File: src/rtl/rv32_pkg.sv
// rv32_pkg: shared core constants; port ids used by the response demux and its bench
package rv32_pkg;
    localparam logic PORT_A = 1'b0;
    localparam logic PORT_B = 1'b1;
endpackage

File: src/rtl/mem_resp_demux_if.sv
// mem_resp_demux_if: request tracking, memory response and port A/B response signals; slave = demux side, master = environment side
interface mem_resp_demux_if #(
    parameter int DATA_WIDTH = 32,
    parameter int DEPTH      = 4
);
    logic                          req_fire_i;
    logic                          req_sel_i;
    logic                          req_ready_o;
    logic                          rsp_valid_i;
    logic                          rsp_ready_o;
    logic [DATA_WIDTH-1:0]         rsp_data_i;
    logic                          a_valid_o;
    logic [DATA_WIDTH-1:0]         a_data_o;
    logic                          a_ready_i;
    logic                          b_valid_o;
    logic [DATA_WIDTH-1:0]         b_data_o;
    logic                          b_ready_i;
    logic [$clog2(DEPTH+1)-1:0]    outstanding_o;
    logic                          err_o;

    modport slave (
        input  req_fire_i, req_sel_i, rsp_valid_i, rsp_data_i, a_ready_i, b_ready_i,
        output req_ready_o, rsp_ready_o, a_valid_o, a_data_o, b_valid_o, b_data_o, outstanding_o, err_o
    );
    modport master (
        output req_fire_i, req_sel_i, rsp_valid_i, rsp_data_i, a_ready_i, b_ready_i,
        input  req_ready_o, rsp_ready_o, a_valid_o, a_data_o, b_valid_o, b_data_o, outstanding_o, err_o
    );
endinterface

File: src/rtl/sync_fifo.sv
// sync_fifo: single-clock FIFO; ports clk, rst_n (async active-low), push/pop, din/dout (head), full, empty, count
module sync_fifo #(
    parameter int WIDTH = 1,
    parameter int DEPTH = 4
) (
    input  logic                       clk,
    input  logic                       rst_n,
    input  logic                       push,
    input  logic                       pop,
    input  logic [WIDTH-1:0]           din,
    output logic [WIDTH-1:0]           dout,
    output logic                       full,
    output logic                       empty,
    output logic [$clog2(DEPTH+1)-1:0] count
);
    localparam int AW = $clog2(DEPTH);
    localparam int CW = $clog2(DEPTH+1);
    logic [WIDTH-1:0] mem [DEPTH];
    logic [AW-1:0]    wp, rp;
    logic             do_push, do_pop;
    // a push while full is dropped even if a pop frees a slot this same cycle
    assign do_push = push && !full;
    assign do_pop  = pop && !empty;
    assign full    = count == CW'(DEPTH);
    assign empty   = count == '0;
    assign dout    = mem[rp];
    always_ff @(posedge clk)
        if (do_push) mem[wp] <= din;
    // DEPTH is a power of two, so pointer overflow is the modulo wrap
    always_ff @(posedge clk or negedge rst_n) begin
        if (!rst_n) begin
            wp    <= '0;
            rp    <= '0;
            count <= '0;
        end else begin
            if (do_push) wp <= wp + AW'(1);
            if (do_pop) rp <= rp + AW'(1);
            count <= (do_push && !do_pop) ? count + CW'(1) : (!do_push && do_pop) ? count - CW'(1) : count;
        end
    end
endmodule

File: src/rtl/mem_resp_demux.sv
// mem_resp_demux: routes in-order memory responses to port A or B using a tracking FIFO of requester ids.
// Ports: clk, rst_n (async active-low), bus (mem_resp_demux_if.slave) with request tracking, response handshake, A/B channels, outstanding count, err.
// Option: MEM_RESP_DEMUX_ERR_EN accepts and drops responses arriving with nothing outstanding and sets sticky err_o.
module mem_resp_demux
    import rv32_pkg::*;
#(
    parameter int DATA_WIDTH = 32,
    parameter int DEPTH      = 4
) (
    input logic clk,
    input logic rst_n,
    mem_resp_demux_if.slave bus
);
    logic full, empty, head, head_ready, stray_ok, a_sel, b_sel;
    sync_fifo #(.WIDTH(1), .DEPTH(DEPTH)) u_trk (
        .clk   (clk),
        .rst_n (rst_n),
        .push  (bus.req_fire_i),
        .pop   (bus.rsp_valid_i && bus.rsp_ready_o),
        .din   (bus.req_sel_i),
        .dout  (head),
        .full  (full),
        .empty (empty),
        .count (bus.outstanding_o)
    );
`ifdef MEM_RESP_DEMUX_ERR_EN
    logic err;
    always_ff @(posedge clk or negedge rst_n) begin
        if (!rst_n) err <= 1'b0;
        else if (bus.rsp_valid_i && empty) err <= 1'b1;
    end
    assign bus.err_o = err;
    // stray beats are swallowed, but never while reset holds the block
    assign stray_ok = rst_n;
`else
    assign bus.err_o = 1'b0;
    assign stray_ok  = 1'b0;
`endif
    // empty means no port is selected, so nothing is routed and no bypass exists
    assign a_sel           = !empty && head == PORT_A;
    assign b_sel           = !empty && head == PORT_B;
    assign head_ready      = head == PORT_B ? bus.b_ready_i : bus.a_ready_i;
    assign bus.req_ready_o = !full;
    assign bus.rsp_ready_o = empty ? stray_ok : head_ready;
    assign bus.a_valid_o   = bus.rsp_valid_i && a_sel;
    assign bus.b_valid_o   = bus.rsp_valid_i && b_sel;
    assign bus.a_data_o    = a_sel ? bus.rsp_data_i : '0;
    assign bus.b_data_o    = b_sel ? bus.rsp_data_i : '0;
endmodule

File: src/flat_wrapper.sv
// flat-port wrapper written by rule: the top's interface ports become plain ports
module mem_resp_demux_flat import rv32_pkg::*;
#(
    parameter int DATA_WIDTH = 32,
    parameter int DEPTH      = 4
)
  (clk, rst_n, bus_req_fire_i, bus_req_sel_i, bus_rsp_valid_i, bus_rsp_data_i, bus_a_ready_i, bus_b_ready_i, bus_req_ready_o, bus_rsp_ready_o, bus_a_valid_o, bus_a_data_o, bus_b_valid_o, bus_b_data_o, bus_outstanding_o, bus_err_o);
  mem_resp_demux_if #(.DATA_WIDTH(DATA_WIDTH), .DEPTH(DEPTH)) bus_i ();
  input logic clk;
  input logic rst_n;
  input wire logic [$bits(bus_i.req_fire_i)-1:0] bus_req_fire_i;
  input wire logic [$bits(bus_i.req_sel_i)-1:0] bus_req_sel_i;
  input wire logic [$bits(bus_i.rsp_valid_i)-1:0] bus_rsp_valid_i;
  input wire logic [$bits(bus_i.rsp_data_i)-1:0] bus_rsp_data_i;
  input wire logic [$bits(bus_i.a_ready_i)-1:0] bus_a_ready_i;
  input wire logic [$bits(bus_i.b_ready_i)-1:0] bus_b_ready_i;
  output wire logic [$bits(bus_i.req_ready_o)-1:0] bus_req_ready_o;
  output wire logic [$bits(bus_i.rsp_ready_o)-1:0] bus_rsp_ready_o;
  output wire logic [$bits(bus_i.a_valid_o)-1:0] bus_a_valid_o;
  output wire logic [$bits(bus_i.a_data_o)-1:0] bus_a_data_o;
  output wire logic [$bits(bus_i.b_valid_o)-1:0] bus_b_valid_o;
  output wire logic [$bits(bus_i.b_data_o)-1:0] bus_b_data_o;
  output wire logic [$bits(bus_i.outstanding_o)-1:0] bus_outstanding_o;
  output wire logic [$bits(bus_i.err_o)-1:0] bus_err_o;
  assign bus_i.req_fire_i = bus_req_fire_i;
  assign bus_i.req_sel_i = bus_req_sel_i;
  assign bus_i.rsp_valid_i = bus_rsp_valid_i;
  assign bus_i.rsp_data_i = bus_rsp_data_i;
  assign bus_i.a_ready_i = bus_a_ready_i;
  assign bus_i.b_ready_i = bus_b_ready_i;
  assign bus_req_ready_o = bus_i.req_ready_o;
  assign bus_rsp_ready_o = bus_i.rsp_ready_o;
  assign bus_a_valid_o = bus_i.a_valid_o;
  assign bus_a_data_o = bus_i.a_data_o;
  assign bus_b_valid_o = bus_i.b_valid_o;
  assign bus_b_data_o = bus_i.b_data_o;
  assign bus_outstanding_o = bus_i.outstanding_o;
  assign bus_err_o = bus_i.err_o;
  mem_resp_demux #(.DATA_WIDTH(DATA_WIDTH), .DEPTH(DEPTH)) u_core (.clk(clk), .rst_n(rst_n), .bus(bus_i));
endmodule
File: config.mk
export PLATFORM = sky130hd
export DESIGN_NAME = mem_resp_demux_flat
export DESIGN_NICKNAME = d
export VERILOG_FILES = /design/src/rtl/rv32_pkg.sv /design/src/rtl/mem_resp_demux_if.sv /design/src/rtl/sync_fifo.sv /design/src/rtl/mem_resp_demux.sv /design/src/flat_wrapper.sv
export SDC_FILE = /design/constraint.sdc
export NUM_CORES = 1
export LEC_CHECK = 0
export ABC_AREA = 1
export CELL_PAD_IN_SITES_DETAIL_PLACEMENT = 0
export CELL_PAD_IN_SITES_GLOBAL_PLACEMENT = 2
export CORE_MARGIN = 2
export CORE_UTILIZATION = 15
export DETAILED_ROUTE_END_ITERATION = 16
export GPL_TIMING_DRIVEN = 0
export PLACE_DENSITY_LB_ADDON = 0.1
export SLEW_MARGIN = 20
export SYNTH_ARGS = -nofsm -noshare
export SYNTH_HDL_FRONTEND = slang
export SYNTH_SLANG_ARGS = --single-unit
File: constraint.sdc
create_clock -name clk -period 4.38 [get_ports clk]
set_input_delay 0.657 -clock clk [delete_from_list [all_inputs] [get_ports clk]]
set_output_delay 0.657 -clock clk [all_outputs]
set_load 0.02 [all_outputs]
# ---- Word-level counts from Yosys, hierarchy flattened
# Memory sizes are Yosys's and may differ from the RTL's.
# Cells that the tools add are included.
dict set report word_totals {
  regBits 7
  mem_bits_rw 4
  input_bits 39
  output_inout_bits 72
  word_cells 33
  n_memories 1
}
dict set report classes {
  addsub 4
  n_eq_ne 1
  mux 8
  bitwise 1
  reduce_logical 15
}
# memory words word_bits rd rd_clocked_by_memory_dff write_ports line
set mem_list {}
lappend mem_list {u_core.u_trk.mem 4 1 1 0 1 sync_fifo.sv:18} ;# logic [WIDTH-1:0] mem [DEPTH];
# op n
set op_table {}
lappend op_table {{32-bit two-way mux} 2}
lappend op_table {{1-bit logical AND} 9}
lappend op_table {{3-bit two-way mux} 2}
lappend op_table {{2-bit by 1-bit adder with 2-bit output (second input constant)} 2}
lappend op_table {{1-bit zero test} 4}
lappend op_table {{1-bit two-way mux} 4}
lappend op_table {{3-bit by 1-bit adder with 3-bit output (second input constant)} 1}
lappend op_table {{3-bit == test (second input constant)} 1}
lappend op_table {{3-bit zero test} 1}
lappend op_table {{3-bit by 1-bit subtractor with 3-bit output (second input constant)} 1}
lappend op_table {{2-bit nonzero test} 1}
lappend op_table {{1-bit inverter} 1}

# ---- Depth between registers and ports, before layout
# Gate-level depths: netlist (run 1).
# An unclocked memory read counts as a cell.
dict set report logic_depth {
  ltp_word 8
  ltp_mapped 12
  ltp_nobuf 12
}

# ---- By module
# A second synthesis (run 1) with hierarchy kept.
dict set report unflattened {
  cells_unflattened 191
  area_unflattened_um2 1129.8
}
# module n_inst cells_per_inst area_per_inst_um2 seq_area_each_um2
set modules_own_cells {}
lappend modules_own_cells {sync_fifo 1 73 633.1 295.3}
lappend modules_own_cells {mem_resp_demux 1 118 496.7 0.0}

# ---- Least setup slack after synthesis (run 1)
# No wires, ideal clock.
dict set report synth_timing {
  path_type {reg2reg}
  startpoint {register u_core.u_trk.count[0]}
  endpoint {register u_core.u_trk.count[2]}
  setup_time_ps 131
  arrival_ps 1988
  required_ps 4249
  slack_ps 2261
  stages_incl_launch_ff 11
  path_buffers 0
  synth_period_minus_slack_ps 2119
  cell_sequence {dfrtp_1 inv_2 nand3_1 nand2_1 inv_1 ha_1 inv_1 fa_1 a21oi_1 o21ai_0 xor2_1}
}
dict set report synth_via {
  elab_cells_between_ends 17
  cone_classes {add/sub (2); eq/ne (1); mux (3); reduce/logical (11)}
}
# item line
set synth_rtl {}
lappend synth_rtl {{start: declaration} sync_fifo.sv:14} ;# output logic [$clog2(DEPTH+1)-1:0] count
lappend synth_rtl {{start signal: assignment} sync_fifo.sv:38} ;# count <= (do_push && !do_pop) ? count + CW'(1) : (!do_push && do_pop) ? count - CW'(1) : count;
lappend synth_rtl {{3-bit == test (*)} sync_fifo.sv:24} ;# assign full = count == CW'(DEPTH);
lappend synth_rtl {{1-bit zero test (*)} n/a}
lappend synth_rtl {{net bus_req_ready_o} flat_wrapper.sv:17} ;# output wire logic [$bits(bus_i.req_ready_o)-1:0] bus_req_ready_o;
lappend synth_rtl {{1-bit logical AND (*)} sync_fifo.sv:22} ;# assign do_push = push && !full;
lappend synth_rtl {{net u_core.u_trk.do_push} sync_fifo.sv:20} ;# logic do_push, do_pop;
lappend synth_rtl {{1-bit zero test} sync_fifo.sv:38}
lappend synth_rtl {{1-bit logical AND} sync_fifo.sv:38}
lappend synth_rtl {{2-bit nonzero test (no source line)} n/a}
# Mark *: on every way through the listed nets, which the timed path passes. The rest lies on a longest branch. The select of a mux whose other input is x is not followed.
# A chain may end at the register's enable or synchronous reset.

# ---- Worst setup path after layout (run 1)
dict set report layout_timing {
  startpoint {register u_core.u_trk.count[0]}
  endpoint {output port bus_b_data_o[14]}
}
dict set report layout_via {
  elab_chain_len 4
}
# item line
set layout_rtl {}
lappend layout_rtl {{3-bit zero test} sync_fifo.sv:25} ;# assign empty = count == '0;
lappend layout_rtl {{1-bit zero test} mem_resp_demux.sv:41} ;# assign b_sel = !empty && head == PORT_B;
lappend layout_rtl {{1-bit logical AND} mem_resp_demux.sv:41}
lappend layout_rtl {{32-bit two-way mux} mem_resp_demux.sv:48} ;# assign bus.b_data_o = b_sel ? bus.rsp_data_i : '0;
lappend layout_rtl {{end: declaration} flat_wrapper.sv:22} ;# output wire logic [$bits(bus_i.b_data_o)-1:0] bus_b_data_o;
# No other way between the ends.

==> impl_metrics.toml, run 1 <==
[outcome]
status = "complete, no violations"

[sta]
setup_viol = 0
rsz0062_at_grt = "no"
final_max_slew_viol_count = 0
min_period_over_period_pct = 64.2
finalCriticalPeriod_ns = 2.81
setup-tns-final_ns = 0
max_freq_mhz = 356
hold_viol = 0
skew_ns = 0.000461

[layout]
num_antenna_cells = 0
layout_commonest_cell = "clkdlybuf4s50_1"
fill_cells = 856
final_cell_mix = "109 x clkdlybuf4s50_1, 44 x inv_1, 40 x nor2_1, 30 x nor2_2, 10 x nand2_1"
fin_nets = 336
drive_above_1_share_pct = 17.9
fin_cells = 392
multiInputGateArea_sq_um = 651
areaGrowthSynthToFinish_pct = 107
post-route-util_pct = 31.8
seq_area_sq_um = 295

[worst_setup_path]
reg2reg_to = "u_core.u_trk.count[2]$_DFFE_PN0P_"
startpoint_type = "flip-flop"
slowest_stage = "clkdlybuf4s50_1"
crit_fanout = 10
critical_path.cell_chain = "inv_2 -> nand3_1 -> nand3_2 -> buf_2 -> nor2_1 -> clkdlybuf4s50_1"
worst_ep_arrival_time_ns = 2.15
cp.required_ns = 3.72
crit_cells = 6
reg2reg_slack_ns = 2.17
crit_end = "bus_b_data_o[14]"
cp_top_family = "buffers and inverters"
reg2reg_depth = 9
r2r-start = "u_core.u_trk.count[0]$_DFFE_PN0P_"
max_stage_delay_ns = 0.63
crit_start = "u_core.u_trk.count[0]$_DFFE_PN0P_"
cp-end-kind = "output port"
worst-setup-path-type = "flip-flop to output port"
critPathBufInv = 3

[clock_network]
cts_tree = "built"
cts.htree.levels = 1
cts.repair.resized = 0
cts_sinks = 11
cts_buffer_depth = 2
hold_buffers = 0
clk_pin_slew_worst_paths_ns = 0.05
root_buffer = "clkbuf_8"
cts_setup_buffers = 0
worstSkewPairLatency_ns = 0.23
numCtsBuffers = 3

[floorplan]
coreArea_sq_um = 7690
initial_utilization_pct = 15.3
die_x_um = 92.6
die_area_sq_um = 8580
pin_count = 111
num_rows = 32
dieHeight_um = 92.6

[place]
dp_cells = 388
place_hpwl_mm = 3.86
numPortBuffers = 109
gp_congestion = 0.674

[routing]
drc = 0
post_drt_via_cell_ratio = 3.50
via_count = 1373
drtPass1Iterations = 4
detail-route-antenna-nets = 0
drt_iter0_markers = 49
wire_per_inst_um = 11.3
met3_length_um = 330
postRouteWirelength_mm = 4.43
dr_wl_met2_mm = 2.30
dr.max_layer_used = "met4"
wl_met1_mm = 1.78

[worst_hold_path]
min_from = "u_core.u_trk.rp[0]$_DFFE_PN0P_"
hold_path_class = "flip-flop to flip-flop"

[yosys]
synth_top_area_cell = "nor2_2"
synthMuxAreaShare_pct = 0
synthSimpleGateAreaFrac_pct = 42.8
synth_top_area_share_pct = 15.9
seq_area_frac_synth_pct = 25.1
synthAdderAreaFrac_pct = 7.01
synth_xor_area_share_pct = 2.97
synth_top_family_by_area = "simple AND/OR/NAND/NOR gates"
synth_area_leaders = "nor2_2 16%, dfrtp_1 15%, inv_1 14%, nor2_1 13%, edfxtp_1 10%"
synthesis.nets = 222
netlist_instances = 177
syn_area_per_cell_sq_um = 6.66
synth_seq_cells = 11
yosys_warnings = 0
syn_area_sq_um = 1180
ys_types = 24
synth_compound_area_share_pct = 2.12

[run]
drv_cap = 0

[pwr]
power_density_nw_per_um2 = 760
peakVddDrop_uv = 265
p_leak_nw = 1.11
power.total_mw = 1.86

[global_routing]
grt-ovfl-total = 0
track_usage_pct = 9.85
grt_pass1_wl_mm = 6.77
grt_pass1_vias = 1280
grt_antenna_before_repair = 0
grt_max_degree = 11
==> logic make-up after synthesis <==
kind of cell / Yosys count
other cells: 1
xor+xnor: 4
buf+inv: 54
compound gates: 5
fa+ha+maj: 6
flops: 11
simple gates: 96
==> worst min path at each step <==
stage / end / depth (start not counted) / slack, ns
after detailed placement: u_core.u_trk.count[2]$_DFFE_PN0P_ / 2 / 0.58
after floorplan: u_core.u_trk.count[0]$_DFFE_PN0P_ / 0 / 0.36
after global routing: u_core.u_trk.count[0]$_DFFE_PN0P_ / 1 / 0.61
after global placement: u_core.u_trk.count[2]$_DFFE_PN0P_ / 2 / 0.59
final: u_core.u_trk.rp[0]$_DFFE_PN0P_ / 2 / 0.58
after CTS: u_core.u_trk.rp[0]$_DFFE_PN0P_ / 2 / 0.59
==> final cells by class <==
cell class	count	area share, %
flip-flops and latches	11	12.1
multi-input cells	112	26.6
plain buffers	7	2.30
inverters	47	7.22
clock buffers	3	1.69
clock inverters	1	0.205
repair buffers	109	44.6
well taps	102	5.22
==> where the power goes <==
part / leakage [nW] / switching (mW) / internal, mW / total (mW)
registers: 0.120 / 0.0413 / 0.149 / 0.191
clock network: 0.0255 / 0.0374 / 0.0624 / 0.0998
logic: 0.961 / 0.879 / 0.687 / 1.57
==> tightest hold or removal path: stages (launching register included) <==
cell and delay, ns:
dfrtp_1 0.42, nand2_1 0.07, nand2_1 0.05
==> cell usage after synthesis (all sizes together) <==
cell     n
dfrtp    7
buf      7
fa       1
o21ai    2
edfxtp   4
xor2     3
nand3    9
conb     1
nand4    2
nand2   15
ha       5
nor2    70
inv     47
a21oi    3
xnor2    1
==> per-layer routing <==
metal / vias up / global-route usage (%)
met1: 594 / 11.5
met5: - / 0
met3: 2 / 2.12
li1: 728 / -
met2: 49 / 18.3
met4: 0 / 2.33
==> state kept, by name, summed over array words and instances, names as in the netlist <==
signal / cells
u_core.u_trk.count: 3
u_core.u_trk.mem: 4
u_core.u_trk.rp: 2
u_core.u_trk.wp: 2
==> stage by stage <==
stage / hold WS (ns) / area (sq um) / setup WS, ns
CTS: 0.591 / 2440 / 1.51
global route: 0.612 / 2440 / 1.40
detailed placement: 0.581 / 2400 / 1.62
floorplan: 0.361 / 1180 / 2.26
finish: 0.583 / 2440 / 1.57
global placement: 0.586 / 2400 / 1.62
Power figures use the tool's default switching activity.
==> run 2: changes to the inputs <==
Settings changed: CORE_UTILIZATION 15 to 12.
Clock period 4.38 ns to 2.3 ns, I/O delays scaled along.
==> impl_metrics.toml, run 2 (synthesis results as in run 1) <==
[place]
place_hpwl_mm = 4.01
dp_cells = 419
numPortBuffers = 109
gp_congestion = 0.650
placed_area_sq_um = 2440

[clock_network]
worstSkewPairLatency_ns = 0.24
cts_buffer_depth = 2
cts_sinks = 11
numCtsBuffers = 3
hold_buffers = 0
cts.htree.levels = 1
clk_pin_slew_worst_paths_ns = 0.05
cts_tree = "built"
cts_setup_buffers = 0
root_buffer = "clkbuf_8"

[sta]
rsz0062_at_grt = "yes"
final_max_slew_viol_count = 0
hold_slack_ns = 0.383
setup-tns-final_ns = 0
setup_viol = 0
hold_viol = 0
skew_ns = 0.00258
max_freq_mhz = 457
min_period_over_period_pct = 95.2
finalCriticalPeriod_ns = 2.19

[layout]
areaGrowthSynthToFinish_pct = 105
num_antenna_cells = 0
drive_above_1_share_pct = 18.6
reg_top3 = "u_core.u_trk.mem (4), u_core.u_trk.count (3)"
fin_cells = 423
seq_area_sq_um = 297
fin_nets = 336
final_cell_mix = "60 x dlygate4sd2_1, 47 x clkdlybuf4s50_1, 44 x inv_1, 40 x nor2_1, 30 x nor2_2"
fill_cells = 1130
regMostFlops = "u_core.u_trk.mem"
layout_commonest_cell = "dlygate4sd2_1"
design_area_sq_um = 2420
largest_reg_flops = 4
multiInputGateArea_sq_um = 656

[routing]
drtPass1Iterations = 3
detail-route-antenna-nets = 0
wire_per_inst_um = 11.2
drc = 0
post_drt_via_cell_ratio = 3.22
drt_iter0_markers = 10
postRouteWirelength_mm = 4.72
via_count = 1362

[worst_setup_path]
cp.required_ns = 1.96
worst-setup-path-type = "flip-flop to output port"
startpoint_type = "flip-flop"
crit_fanout = 5
cp-end-kind = "output port"
worst_ep_arrival_time_ns = 1.84

[floorplan]
die_area_sq_um = 10600
die_x_um = 103
initial_utilization_pct = 12.2
num_rows = 36
coreArea_sq_um = 9640
dieHeight_um = 103
pin_count = 111

[run]
drv_cap = 0

[global_routing]
grt_pass1_vias = 1225
grt_pass1_wl_mm = 6.73
grt_max_degree = 11
grt_antenna_before_repair = 0
grt-ovfl-total = 0
track_usage_pct = 8.08

[pwr]
peakVddDrop_uv = 516
p_leak_nw = 1.33
power_density_nw_per_um2 = 1340

[worst_hold_path]
hold_path_class = "input port to async pin"

[outcome]
status = "complete, no violations"
## run 2: stage by stage
stage	worst slack (ns)	util (%)	total power, mW
2_1_floorplan	0.181	-	2.05
3_3_place_gp	-0.0200	25.3	3.49
3_5_place_dp	-0.0236	25.3	3.43
4_1_cts	0.0652	25.0	3.33
5_1_grt	-0.0302	25.1	3.54
6_report	0.110	25.1	3.24
## run 2: worst paths after layout
path | start | to | slack [ns] | cells after the start
max in group asynchronous | rst_n | u_core.u_trk.rp[0]$_DFFE_PN0P_ | 1.64 | 1
max reg2reg | u_core.u_trk.rp[1]$_DFFE_PN0P_ | u_core.u_trk.count[2]$_DFFE_PN0P_ | 0.16 | 11
min in group clk | u_core.u_trk.rp[0]$_DFFE_PN0P_ | u_core.u_trk.rp[0]$_DFFE_PN0P_ | 0.55 | 2
min | rst_n | u_core.u_trk.count[2]$_DFFE_PN0P_ | 0.38 | 1
max | u_core.u_trk.rp[1]$_DFFE_PN0P_ | bus_a_data_o[15] | 0.11 | 6
min reg2reg | u_core.u_trk.rp[0]$_DFFE_PN0P_ | u_core.u_trk.rp[0]$_DFFE_PN0P_ | 0.55 | 2
## run 2: power by group
part	leakage, nW	switching [mW]	internal [mW]
logic	1.18	1.68	0.996
registers	0.119	0.0800	0.286
clock network	0.0255	0.0761	0.119
total	1.33	1.83	1.40
## run 2: metal layers
layer  up-vias  routed length (um)  GRT usage (%)  share of wire [%]
li1        727                   -              -                  -
met1       578                1840           9.40                 39
met2        55                2450           15.1                 52
met3         2                 404           1.63                8.6
met4         0                  19           1.82               0.40
met5         -                   0              0                  0
## run 2: cell type report
type | count | area share [%]
Clock buffer | 3 | 1.71
Clock inverter | 1 | 0.207
Buffer | 7 | 2.33
Tap cell | 133 | 6.88
Sequential cell | 11 | 12.3
Timing Repair Buffer | 109 | 42.2
Multi-Input combinational cell | 112 | 27.1
Inverter | 47 | 7.29
## run 2: worst max-delay path, stage by stage (launching register included)
cell and delay, ns:
dfrtp_1 0.45, inv_1 0.12, nand3_4 0.11, nand2_4 0.12, nand2_4 0.08, nor2_1 0.09, clkdlybuf4s50_1 0.63
## run 2: what timing repair did
| action | in CTS | in global routing |
|---|---|---|
| setup endpoints to repair | 63 | 10 |
| gates cloned | 0 | 0 |
| resized for setup | 61 | 3 |
==> run 3: changes to the inputs <==
Settings changed: GPL_ROUTABILITY_DRIVEN from default to 0.
==> results of run 3 <==
Same layout as run 2: the final DEF is identical, and so are final timing and power.
